**src/rtl/cam_pkg.sv**
```systemverilog
// Shared constants and FSM state type for the camera capture path.
// The defaults describe an 80x60 RGB444 image taken from a 640x480 source.
package cam_pkg;

  localparam int c_nb_img_pxls = 13;
  localparam int c_nb_buf      = 12;
  localparam int c_img_cols    = 80;
  localparam int c_img_rows    = 60;
  localparam int c_sub_log2    = 3;

  localparam int c_src_cols = c_img_cols << c_sub_log2;
  localparam int c_src_rows = c_img_rows << c_sub_log2;
  localparam int c_img_pxls = c_img_cols * c_img_rows;

  typedef enum logic [2:0] {
    S_SYNC,
    S_VWAIT,
    S_FRAME,
    S_LINE,
    S_FRAME_END
  } state_t;

endpackage

```
**src/rtl/cam_byte_pair.sv**
```systemverilog
// Pairs RGB444 camera bytes into one 12-bit pixel with a single-cycle valid.
// Any href edge realigns the pairing so a stray odd byte never shifts later pixels.
module cam_byte_pair
  import cam_pkg::*;
(
  input  logic                clk,
  input  logic                rst,
  input  logic                clear,
  input  logic                en,
  input  logic [7:0]          data,
  output logic [c_nb_buf-1:0] pix,
  output logic                valid
);

  logic       phase;
  logic [3:0] r_nib;

  // NOTE: non-blocking assignments so phase and the R latch both see the pre-edge phase.
  always_ff @(posedge clk or posedge rst) begin
    if (rst) begin
      phase <= 1'b0;
      r_nib <= '0;
    end else if (clear) begin
      phase <= 1'b0;
    end else if (en) begin
      phase <= ~phase;
      if (!phase) r_nib <= data[3:0];
    end
  end

  assign pix   = {r_nib, data};
  assign valid = en & phase & ~clear;

endmodule

```
**src/rtl/cam_capture_rgb444.sv**
```systemverilog
// Camera-side writer: subsamples an RGB444 byte stream and writes the kept
// pixels into the frame buffer in raster order, reporting each frame's end.
module cam_capture_rgb444 #(
  parameter int c_nb_img_pxls = cam_pkg::c_nb_img_pxls,
  parameter int c_nb_buf      = cam_pkg::c_nb_buf,
  parameter int c_img_cols    = cam_pkg::c_img_cols,
  parameter int c_img_rows    = cam_pkg::c_img_rows,
  parameter int c_sub_log2    = cam_pkg::c_sub_log2
) (
  input  logic                     clk,
  input  logic                     rst,
  input  logic                     cam_vsync,
  input  logic                     cam_href,
  input  logic                     cam_byte_en,
  input  logic [7:0]               cam_data,
  output logic                     wea,
  output logic [c_nb_img_pxls-1:0] addrin,
  output logic [c_nb_buf-1:0]      datain,
  output logic                     frame_done,
  output logic                     frame_short
);

  import cam_pkg::*;

  localparam int c_src_cols = c_img_cols << c_sub_log2;
  localparam int c_src_rows = c_img_rows << c_sub_log2;
  localparam int c_col_w    = $clog2(c_src_cols + 1);
  localparam int c_row_w    = $clog2(c_src_rows + 1);
  localparam int c_ocol_w   = $clog2(c_img_cols + 1);
  localparam int c_orow_w   = $clog2(c_img_rows + 1);

  localparam logic [c_ocol_w-1:0]    c_cols_lim = c_ocol_w'(c_img_cols);
  localparam logic [c_orow_w-1:0]    c_rows_lim = c_orow_w'(c_img_rows);
  localparam logic [c_nb_img_pxls:0] c_pxls_lim = (c_nb_img_pxls + 1)'(c_img_cols * c_img_rows);

  state_t               state;
  logic                 href_q;
  logic                 vsync_q;
  logic [c_col_w-1:0]   src_col;
  logic [c_row_w-1:0]   src_row;
  logic [c_ocol_w-1:0]  out_col;
  logic [c_orow_w-1:0]  out_row;
  logic                 row_wrote;

  logic                 href_rise;
  logic                 href_fall;
  logic                 vsync_rise;
  logic                 pix_valid;
  logic                 keep;
  logic [c_nb_buf-1:0]  pix;
  logic [c_nb_img_pxls:0] wr_total;

  assign href_rise  = cam_href & ~href_q;
  assign href_fall  = ~cam_href & href_q;
  assign vsync_rise = cam_vsync & ~vsync_q;

  cam_byte_pair u_pair (
    .clk   (clk),
    .rst   (rst),
    .clear (href_rise | href_fall),
    .en    (cam_byte_en & (state == S_LINE)),
    .data  (cam_data),
    .pix   (pix),
    .valid (pix_valid)
  );

  // Out-of-range guards on out_col/out_row are what stop the address from wrapping.
  assign keep = pix_valid
             && (src_col[c_sub_log2-1:0] == '0)
             && (src_row[c_sub_log2-1:0] == '0)
             && (out_col < c_cols_lim)
             && (out_row < c_rows_lim);

  // A write still in flight has not yet bumped addrin, so count it here.
  assign wr_total = {1'b0, addrin} + (c_nb_img_pxls + 1)'(wea);

  always_ff @(posedge clk or posedge rst) begin
    if (rst) begin
      state       <= S_SYNC;
      href_q      <= 1'b0;
      vsync_q     <= 1'b0;
      src_col     <= '0;
      src_row     <= '0;
      out_col     <= '0;
      out_row     <= '0;
      row_wrote   <= 1'b0;
      wea         <= 1'b0;
      addrin      <= '0;
      datain      <= '0;
      frame_done  <= 1'b0;
      frame_short <= 1'b0;
    end else begin
      href_q     <= cam_href;
      vsync_q    <= cam_vsync;
      wea        <= 1'b0;
      frame_done <= 1'b0;
      if (wea) addrin <= addrin + 1'b1;

      if ((state == S_FRAME || state == S_LINE) && vsync_rise) begin
        state       <= S_FRAME_END;
        frame_done  <= 1'b1;
        frame_short <= (wr_total != c_pxls_lim);
      end else begin
        unique case (state)
          S_SYNC: if (cam_vsync) state <= S_VWAIT;
          S_VWAIT: begin
            if (!cam_vsync) begin
              state   <= S_FRAME;
              addrin  <= '0;
              src_row <= '0;
              out_row <= '0;
            end
          end
          S_FRAME: begin
            if (href_rise) begin
              state     <= S_LINE;
              src_col   <= '0;
              out_col   <= '0;
              row_wrote <= 1'b0;
            end
          end
          S_LINE: begin
            if (href_fall) begin
              state <= S_FRAME;
              if (src_row != '1) src_row <= src_row + 1'b1;
              if (row_wrote) out_row <= out_row + 1'b1;
            end else if (pix_valid) begin
              if (src_col != '1) src_col <= src_col + 1'b1;
              if (keep) begin
                wea       <= 1'b1;
                datain    <= pix;
                out_col   <= out_col + 1'b1;
                row_wrote <= 1'b1;
              end
            end
          end
          S_FRAME_END: state <= S_VWAIT;
          default:     state <= S_SYNC;
        endcase
      end
    end
  end

endmodule
```
**config.mk**
```make
export PLATFORM = sky130hd
export DESIGN_NAME = cam_capture_rgb444
export DESIGN_NICKNAME = d
export VERILOG_FILES = /design/src/rtl/cam_pkg.sv /design/src/rtl/cam_byte_pair.sv /design/src/rtl/cam_capture_rgb444.sv
export SDC_FILE = /design/constraint.sdc
export NUM_CORES = 1
export LEC_CHECK = 0
export BUFFER_PORTS_ARGS = -buffer_cell sky130_fd_sc_hd__buf_4
export CAP_MARGIN = 40
export CORE_MARGIN = 8
export CORE_UTILIZATION = 40
export DETAILED_ROUTE_END_ITERATION = 10
export GPL_ROUTABILITY_DRIVEN = 0
export SLEW_MARGIN = 20
export SYNTH_ARGS = -nofsm -noshare
export SYNTH_HDL_FRONTEND = slang
export SYNTH_HIERARCHICAL = 1
export SYNTH_SLANG_ARGS = --single-unit
```
**constraint.sdc**
```tcl
create_clock -name clk -period 3.3 [get_ports clk]
set_clock_uncertainty 0.15 [all_clocks]
set_input_delay 0.165 -clock clk [delete_from_list [all_inputs] [get_ports clk]]
set_output_delay 0.165 -clock clk [all_outputs]
set_load 0.05 [all_outputs]
```
# ---- Yosys cells after proc, flatten, opt, wreduce, memory -nomap -nowiden
# Index checks and enable logic that the tools add are counted.
dict set report totals {
  elab_cells 117
  latch_bits 0
  ram_bits 0
  register_bits 71
  mem_count 0
  rom_bits 0
  in_bits 13
}
dict set report classes {
  n_mux 41
  bitwise_logic 14
  shifts 0
  reduce_logical 19
  n_addsub 6
  mul 0
  eq_ne 20
  div 0
  order_cmp 2
}
# op n
set op_table {}
lappend op_table {{$mux 13} 4}
lappend op_table {{$mux 10} 4}
lappend op_table {{$mux 7} 4}
lappend op_table {{$mux 9} 3}
lappend op_table {{$pmux 10 s2} 1}
lappend op_table {{$mux 6} 3}
lappend op_table {{$pmux 9 s2} 1}
lappend op_table {{$mux 3} 5}
lappend op_table {{$pmux 3 s5} 1}
lappend op_table {{$reduce_and 5->1} 3}
lappend op_table {{$add 13x1->14} 1}
lappend op_table {{$ne 14x13->1 const B} 1}
lappend op_table {{$ne 2x2->1 const B} 7}
lappend op_table {{$pmux 7 s2} 1}
lappend op_table {{$add 13x1->13 const B} 1}
lappend op_table {{$mux 1} 12}
lappend op_table {{$pmux 6 s2} 1}
lappend op_table {{$reduce_and 6->1} 2}
lappend op_table {{$add 10x1->10 const B} 1}
lappend op_table {{$ne 10x10->1 const B} 1}
lappend op_table {{$add 9x1->9 const B} 1}
lappend op_table {{$logic_not 3->1} 3}
lappend op_table {{$ne 9x9->1 const B} 1}
lappend op_table {{$add 7x1->7 const B} 1}
lappend op_table {{18 further kinds} 39}

# ---- Longest topological paths before layout
# Gate-level depths: netlist of the first run.
dict set report depth {
  depth_word 14
  ltp_mapped 12
}

# ---- Cells and area by module
# Netlist of the first run, hierarchy kept.
# mod area_each_um2 cells_each seq_area_each_um2 instances
set by_module_without_submodules {}
lappend by_module_without_submodules {cam_capture_rgb444 3564.7 359 1651.6 1}
lappend by_module_without_submodules {cam_byte_pair 275.3 22 125.1 1}

# ---- Worst setup path before layout of the first run
# No wires, ideal clock.
dict set report synth_timing {
  path_kind {reg2reg}
  start {register state[1]}
  end {register datain[0]}
  arrival_time_ps 2507
  setup_time_ps 125
  setup_slack_ps 518
  stages_incl_launch_ff 13
  path_cell_list {dfrtp_1 buf_6 and3_1 clkbuf_1 and2_1 and3b_2 nand4b_1 nor4bb_1 buf_2 nand2_4 inv_4 buf_12 mux2_2}
}
dict set report synth_between {
  elab_chain_cells 9
  word_cells_on_any_way 13
  classes_between {2 x eq/ne; 4 x bitwise; 7 x reduce/logical}
}
# item line_no
set synth_rtl {}
lappend synth_rtl {{start, declared} cam_capture_rgb444.sv:36} ;# state_t state;
lappend synth_rtl {{start signal, assigned} cam_capture_rgb444.sv:79} ;# state <= S_SYNC;
lappend synth_rtl {{start signal, assigned} cam_capture_rgb444.sv:100} ;# state <= S_FRAME_END;
lappend synth_rtl {{start signal, assigned} cam_capture_rgb444.sv:105} ;# S_SYNC: if (cam_vsync) state <= S_VWAIT;
lappend synth_rtl {{$eq 3x2->1 (*)} cam_capture_rgb444.sv:61} ;# .en (cam_byte_en & (state == S_LINE)),
lappend synth_rtl {{$and 1x1->1 (*)} cam_capture_rgb444.sv:61}
lappend synth_rtl {{$and 1x1->1 (*) (2 in series)} cam_byte_pair.sv:32} ;# assign valid = en & phase & ~clear;
lappend synth_rtl {{named net pix_valid} cam_capture_rgb444.sv:48} ;# logic pix_valid;
lappend synth_rtl {{$logic_and 1x1->1} cam_capture_rgb444.sv:69} ;# && (src_col[c_sub_log2-1:0] == '0)
lappend synth_rtl {{$logic_and 1x1->1} cam_capture_rgb444.sv:70} ;# && (src_row[c_sub_log2-1:0] == '0)
lappend synth_rtl {{$logic_and 1x1->1} cam_capture_rgb444.sv:71} ;# && (out_col < c_cols_lim)
lappend synth_rtl {{$logic_and 1x1->1} cam_capture_rgb444.sv:72} ;# && (out_row < c_rows_lim);
lappend synth_rtl {{$reduce_and 5->1 (no source line) (*)} --}
lappend synth_rtl {{end signal, assigned} cam_capture_rgb444.sv:131} ;# datain <= pix;
lappend synth_rtl {{end, declared} cam_capture_rgb444.sv:18} ;# output logic [c_nb_buf-1:0] datain,
# The timed path passes the listed nets; every way through them passes the cells marked *.
# A chain may end at the register's enable or synchronous reset.

# ---- Final worst setup path of the first run
dict set report layout_timing {
  start {register state[2]}
  end {register datain[8]}
}
# The elaborated chain is that of the path after synthesis.

==> impl_results.md, run 1 <==
* Outcome: completed
* Setup violators final at 0
* Half-perimeter wire length after placement at 5.77 mm
* Depth of the CTS H-tree at 3
* Core area at 9280 um^2
* Reg power frac at 46.9%
* Setup crit start: state[2]
* Wire length of the first global-routing pass at 14.1 mm
* Starting Density at 41.4%
* Internal power of the cells at 0.00164 W
* Cell area after synthesis at 3840 um^2
* Routed Wire Length at 8.17 mm
* Worst endpoint required time at 3370 ps
* Count of buffers added by post-CTS timing repair for setup at 0
* Total Routing Usage GR at 13.1%
* Mean routed wirelength per cell at 14.5 um
* Initial drt markers at 144
* First-pass DRT Iterations at 5
* Min-Delay Path Class: input pin to asynchronous set/reset pin
* Category of the worst setup path launch point: flop
* Asr flop ratio synth at 100%
* Share of layout cells above drive strength 1 at 21.5%
* Diode count at 0
* Smallest hold slack at 150 ps
* Max_slew headroom at 38.9%
* Number of design rule violations left after detail routing at 0
* Root buffer selected by CTS: clkbuf_8
* Global route total overflow at 0
* Ys flop type: dfrtp_1
* Filler instances at 865
* Actual slew at the worst max-slew pin at 910 ps
* Number of cells on the worst reg-to-reg path at 10
* Number of enable-type register cells in the synthesized netlist at 0
* Synth-to-layout area growth at 18.7%
* Crit. End Element: flop
* FF-to-FF Start: state[2]
* Sequential-to-total area share from yosys stat at 46.3%
* Post-route worst setup slack at 596 ps
* Shortest clock period the worst path allows after layout at 2700 ps
* Switching fraction of total power at 31.7%
* Clock tree from TritonCTS: done
* Sinks on Clock Net at 71
* Die span in x at 114 um
* Share of total power in the clock network at 30.5%
* Dpl ws at 625 ps
* I/O Buffers at 40
* Max-slew violation count at 0
* Combinational share of power at 22.5%
* Via density per instance at 5.25
* Mean area per synthesized cell at 10.1 um^2
* Post-detailed-route count of antenna-violating nets at 0
* Switching pwr at 0.000762 W
* Setup repair after global routing missed its margin: no
* Post-synthesis register bit count at 71
* Timing-limited maximum frequency at 370 MHz
* Cell row count at 35
* Gate count of the mapped netlist at 381
* Count of warnings emitted by yosys at 6
* Critical path start-end classification: flop to flop
* Vertical die dimension at 114 um
* Pin count of the biggest net entering global routing at 27
* Worst reg2reg path endpoint: datain[8]
* Flop-to-flop setup slack at 600 ps
* Maximum clock path buffer count at 2
* Setup tns final at 0 ps
* Clock insertion delay at the later pin of the skew report at 330 ps
* Total leakage power at 2.04 nW
* Number of buffers inserted during clock tree synthesis at 9
* Synthesized Nets at 406
* Ratio of final minimum period to clock period at 81.9%
* CTS clock-pin slew for the worst setup and hold paths at 70 ps
* Final Hold Violating Endpoints at 0
* Cell variety after synth at 60
* Largest vdd supply drop at 0.216 mV
* Maximum Capacitance Violations at 0
* Count of vias placed by the detailed router at 2952
* Post-layout net count at 453
* PwrDens at 527 nW/um^2
* Number of global-route vias before repair at 2899
* Count of pins on the block boundary at 41
* CP Max Fanout at 14
* Overall die area at 13000 um^2
* Antenna violations before repair at 0
* Arrival time worst endpoint at 2770 ps
-- state kept, by name, summed over array words and instances (netlist names), 3 cells and up --
| name | cells |
|---|---|
| src_row | 9 |
| out_col | 7 |
| u_pair/r_nib | 4 |
| src_col | 10 |
| datain | 12 |
| addrin | 13 |
| out_row | 6 |
| state | 3 |
-- what timing repair did --
item	in CTS	in global routing
gates resized for setup	0	0
endpoints found under the setup margin	0	0
hold buffers	11	0
hold endpoints to repair	43	0
-- through the flow --
stage | area (um^2) | total power (W) | instances | util (%)
after floorplan | 3840 | 0.00154 | 381 | -
after global placement | 4210 | 0.00166 | 534 | 45.4
after detailed placement | 4240 | 0.00168 | 535 | 45.7
after CTS | 4560 | 0.00242 | 562 | 49.1
after global routing | 4560 | 0.00254 | 562 | 49.1
final | 4560 | 0.00240 | 562 | 49.1
-- cells in the mapped netlist, types with 7 or more instances --
master    instances  area [um^2]
inv_1            24         90.1
nor4_1            7         43.8
nor3_1            7         35.0
buf_4             8         60.1
a21oi_1          14         70.1
o21ai_0          19         95.1
nand3_1          22          110
xnor2_1          11         96.3
nand2b_1          7         43.8
nor2_1           26         97.6
dfrtp_1          71         1780
o31ai_1          15          113
mux2_2           15          169
nand2_1          26         97.6
clkbuf_1         11         41.3
ha_1             12          150
-- cells in the final DEF, fill, tap and decap left out, types with 2 or more instances in the layout --
cell           Yosys  final
dfrtp_1           71     71
buf_4              8     47
nand2_1           26     26
nor2_1            26     26
inv_1             24     23
nand3_1           22     22
o21ai_0           19     19
mux2_2            15     15
o31ai_1           15     15
a21oi_1           14     14
ha_1              12     12
clkbuf_8           0     12
xnor2_1           11     11
dlygate4sd3_1      0     11
nand2b_1           7      7
nor3_1             7      7
nor4_1             7      7
nand4_1            6      6
a31oi_1            6      6
and3_1             6      6
or4_1              6      6
o221ai_1           5      5
nor2b_1            4      4
mux2i_1            4      4
and2_1             4      4
or3_1              3      3
xor2_1             3      3
o2bb2ai_1          2      2
a2111o_1           2      2
or2_2              2      2
a41oi_1            2      2
clkbuf_1          11      2
-- cells by family (layout without fill, tap and decap cells) --
kind of cell,count (synthesis),in the layout,synth area share (%)
flops,71,71,46.3
buf+inv,48,100,6.22
fa+ha+maj,12,12,3.91
xor+xnor,14,14,3.19
simple gates,141,141,21.5
compound gates,75,75,13.2
mux,20,20,5.73
-- worst max path at each step --
stage / endpoint
after floorplan: datain[0]
after global routing: datain[1]
final: datain[8]
after detailed placement: datain[1]
after CTS: datain[1]
after global placement: datain[5]
-- worst max-delay path, cell delays in order, from the launching register on --
cell and delay, ps:
dfrtp_1 480, inv_1 120, and3_1 190, and2_1 180, and3b_2 220, nand4b_1 100
nor4bb_1 300, buf_4 220, nand2_4 90, inv_4 170, mux2_2 360
-- power groups by stage --
stage | clock (W) | sequential (W) | combinational, W
after floorplan | 0 | 0.00112 | 0.000412
after global placement | 0 | 0.00114 | 0.000523
after detailed placement | 0 | 0.00114 | 0.000537
after CTS | 0.000748 | 0.00112 | 0.000550
after global routing | 0.000779 | 0.00115 | 0.000611
final | 0.000733 | 0.00113 | 0.000541
-- routing by layer --
layer | vias up | part of all wire, % | GRT usage (%)
li1 | 1459 | - | -
met2 | 49 | 44 | 19.6
met3 | 7 | 4.9 | 3.33
met5 | - | 0 | 0
met1 | 1437 | 50 | 17.6
met4 | 0 | 1.0 | 5.06
-- cell type report --
type / count / area, um^2 / area share [%]
multi-input combinational: 262 / 1820 / 40.0
sequential: 71 / 1780 / 39.0
timing repair buffer: 59 / 490 / 10.8
clock buffer: 14 / 173 / 3.79
tap: 129 / 161 / 3.54
inverter: 25 / 96.3 / 2.11
clock inverter: 2 / 37.5 / 0.823
No activity file was read; power rests on OpenSTA's default activity.
==> run 2, diff against run 1 <==
==> constraint.sdc (replaced) <==
create_clock -name clk -period 2.62 [get_ports clk]
set_clock_uncertainty 0.15 [all_clocks]
set_input_delay 0.131 -clock clk [delete_from_list [all_inputs] [get_ports clk]]
set_output_delay 0.131 -clock clk [all_outputs]
set_load 0.05 [all_outputs]
==> impl_results.md, run 2 (synthesized netlist as in run 1, its figures left out) <==
* Actual slew at the worst max-slew pin at 681 ps (-229 ps)
* Maximum clock path buffer count at 2 (unchanged)
* Outcome: completed
* Wire length of the first global-routing pass at 14.1 mm (unchanged)
* Depth of the CTS H-tree at 3 (unchanged)
* Number of buffers inserted during clock tree synthesis at 9 (unchanged)
* Share of total power in the clock network at 33.2% (+2.7 points)
* Root buffer selected by CTS: clkbuf_8
* Top library cells by usage in the layout, fill and taps aside: dfrtp_1, buf_4, nand2_1, nor2_1
* Mean routed wirelength per cell at 14.4 um (-1.3%)
* Global route total overflow at 0 (unchanged)
* Core area at 9280 um^2 (unchanged)
* Overall die area at 13000 um^2 (unchanged)
* Synth-to-layout area growth at 21.8%
* Crit. End Element: flop
* First-pass DRT Iterations at 5 (unchanged)
* Most common cell after layout, fill and taps aside: dfrtp_1
* Count of pins on the block boundary at 41 (unchanged)
* Shortest clock period the worst path allows after layout at 2450 ps
* Timing-limited maximum frequency at 408 MHz
* Smallest hold slack at 42.2 ps (-108 ps)
* Starting Density at 41.4% (unchanged)
* Total Routing Usage GR at 13.3% (+0.21 points)
* Category of the worst setup path launch point: input pin
* Share of layout cells above drive strength 1 at 23.4% (+1.9 points)
* Filler instances at 874 (+1.0%)
* Dpl ws at 112 ps (-514 ps)
* Final Hold Violating Endpoints at 0 (unchanged)
* I/O Buffers at 40 (unchanged)
* Die span in x at 114 um (unchanged)
* Post-detailed-route count of antenna-violating nets at 0 (unchanged)
* Top flop regs: addrin: 13 flops, datain: 12 flops, src_col: 10 flops
* Register containing the most flip-flops in the final layout: addrin
* Max-slew violation count at 0 (unchanged)
* Post-layout net count at 461 (+1.8%)
* Clock tree from TritonCTS: done
* Routed Wire Length at 8.18 mm (+0.12%)
* Vertical die dimension at 114 um (unchanged)
* PwrDens at 680 nW/um^2 (+29%)
* Internal power of the cells at 0.00223 W (+36%)
* CP Max Fanout at 7 (-7)
* Total leakage power at 2.08 nW (+2.1%)
* Via density per instance at 5.23 (-0.40%)
* CTS clock-pin slew for the worst setup and hold paths at 60 ps (about the same)
* Ratio of final minimum period to clock period at 93.5%
* Number of global-route vias before repair at 2800 (-3.4%)
* Pin count of the biggest net entering global routing at 37 (+37%)
* Maximum Capacitance Violations at 0 (unchanged)
* Number of design rule violations left after detail routing at 0 (unchanged)
* Count of vias placed by the detailed router at 2982 (+1.0%)
* Arrival time worst endpoint at 2520 ps (-250 ps)
* Largest vdd supply drop at 0.355 mV (+64%)
* Initial drt markers at 132 (-8.3%)
* Switching fraction of total power at 30.0% (-1.8 points)
* Diode count at 0 (unchanged)
* Critical path start-end classification: input pin to flop
* Clock insertion delay at the later pin of the skew report at 350 ps (+20 ps)
* Switching pwr at 0.000954 W (+25%)
* Worst endpoint required time at 2690 ps (-680 ps)
* Combinational share of power at 22.9% (+0.4 points)
* Setup violators final at 0 (unchanged)
* Post-route worst setup slack at 171 ps (-425 ps)
* Min-Delay Path Class: input pin to flop
* Max_slew headroom at 54.6% (+16 points)
* Flip-flop count of the largest register, all copies and words added at 13 (unchanged)
* Reg power frac at 43.9% (-3.0 points)
* Antenna violations before repair at 0 (unchanged)
* Power, Total at 0.00318 W (+32%)
* Setup repair after global routing missed its margin: no
* Sinks on Clock Net at 71 (unchanged)
* Cell row count at 35 (unchanged)
* Half-perimeter wire length after placement at 5.81 mm (+0.74%)
[run 2: changes by cell type in the layout (fill, tap and decap cells not counted), moves of 2 or more]
| cell | change |
|---|---|
| clkbuf_8 | -2 |
| bufinv_16 | +2 |
| clkinv_8 | +2 |
| buf_4 | +7 |
[run 2: per-layer routing]
layer	global-route usage (%)	share of wire (%)	routed length, um	vias up
met5	0	0	0	-
met4	4.79	1.2	97	0
met3	4.07	5.8	474	8
met2	19.8	46	3770	56
met1	17.7	47	3840	1435
li1	-	-	-	1483
[run 2: what timing repair did]
action | CTS | global route
setup endpoints to repair | 0 | 13
buffers inserted | 0 | 3
hold buffers | 11 | 0
resized for setup | 0 | 8
endpoints found under the hold margin | 49 | 0
[run 2: stage by stage]
stage          setup TNS, ps  cell area [um^2]  cells  utilization [%]
6_report                   0              4680    570             50.4
2_1_floorplan           -108              3850    381                -
5_1_grt                    0              4680    570             50.4
4_1_cts                    0              4610    566             49.7
3_5_place_dp               0              4260    539             45.9
3_3_place_gp               0              4260    539             45.9
[run 2: layout make-up]
cell class | instances | area [um^2] | share of cell area (%)
clock buffers | 13 | 149 | 3.18
clock inverters | 3 | 90.1 | 1.93
inverters | 25 | 106 | 2.27
multi-input cells | 262 | 1840 | 39.4
flip-flops and latches | 71 | 1780 | 38.0
well taps | 129 | 161 | 3.45
repair buffers | 66 | 536 | 11.4
repair inverters | 1 | 16.3 | 0.348
[run 2: critical path, cell delays in order]
cell and delay [ps]:
dlygate4sd3_1 540, buf_4 120, inv_1 40, ha_1 270, inv_2 50, and3b_2 240, nand4b_1 110, nor4bb_2 300
buf_4 190, nand2_8 90, clkinv_8 90, mux2_2 330
[run 2: power by group through the flow]
| stage | logic, W | registers (W) | clock network (W) |
|---|---|---|---|
| 3_5_place_dp | 0.000721 | 0.00142 | 0 |
| 5_1_grt | 0.000819 | 0.00143 | 0.00112 |
| 4_1_cts | 0.000736 | 0.00140 | 0.00108 |
| 3_3_place_gp | 0.000714 | 0.00141 | 0 |
| 2_1_floorplan | 0.000536 | 0.00142 | 0 |
| 6_report | 0.000728 | 0.00140 | 0.00106 |
[run 2: worst paths after layout]
path,cells after the start,end,start,slack [ps]
max reg2reg,7,src_row[7],src_row[0],190
min in group asynchronous,3,u_pair/r_nib[3],rst,120
min reg2reg,1,datain[4],datain[4],340
max in group asynchronous,4,src_row[2],rst,1360
min,4,u_pair/phase,cam_byte_en,40
max,12,datain[3],cam_href,170
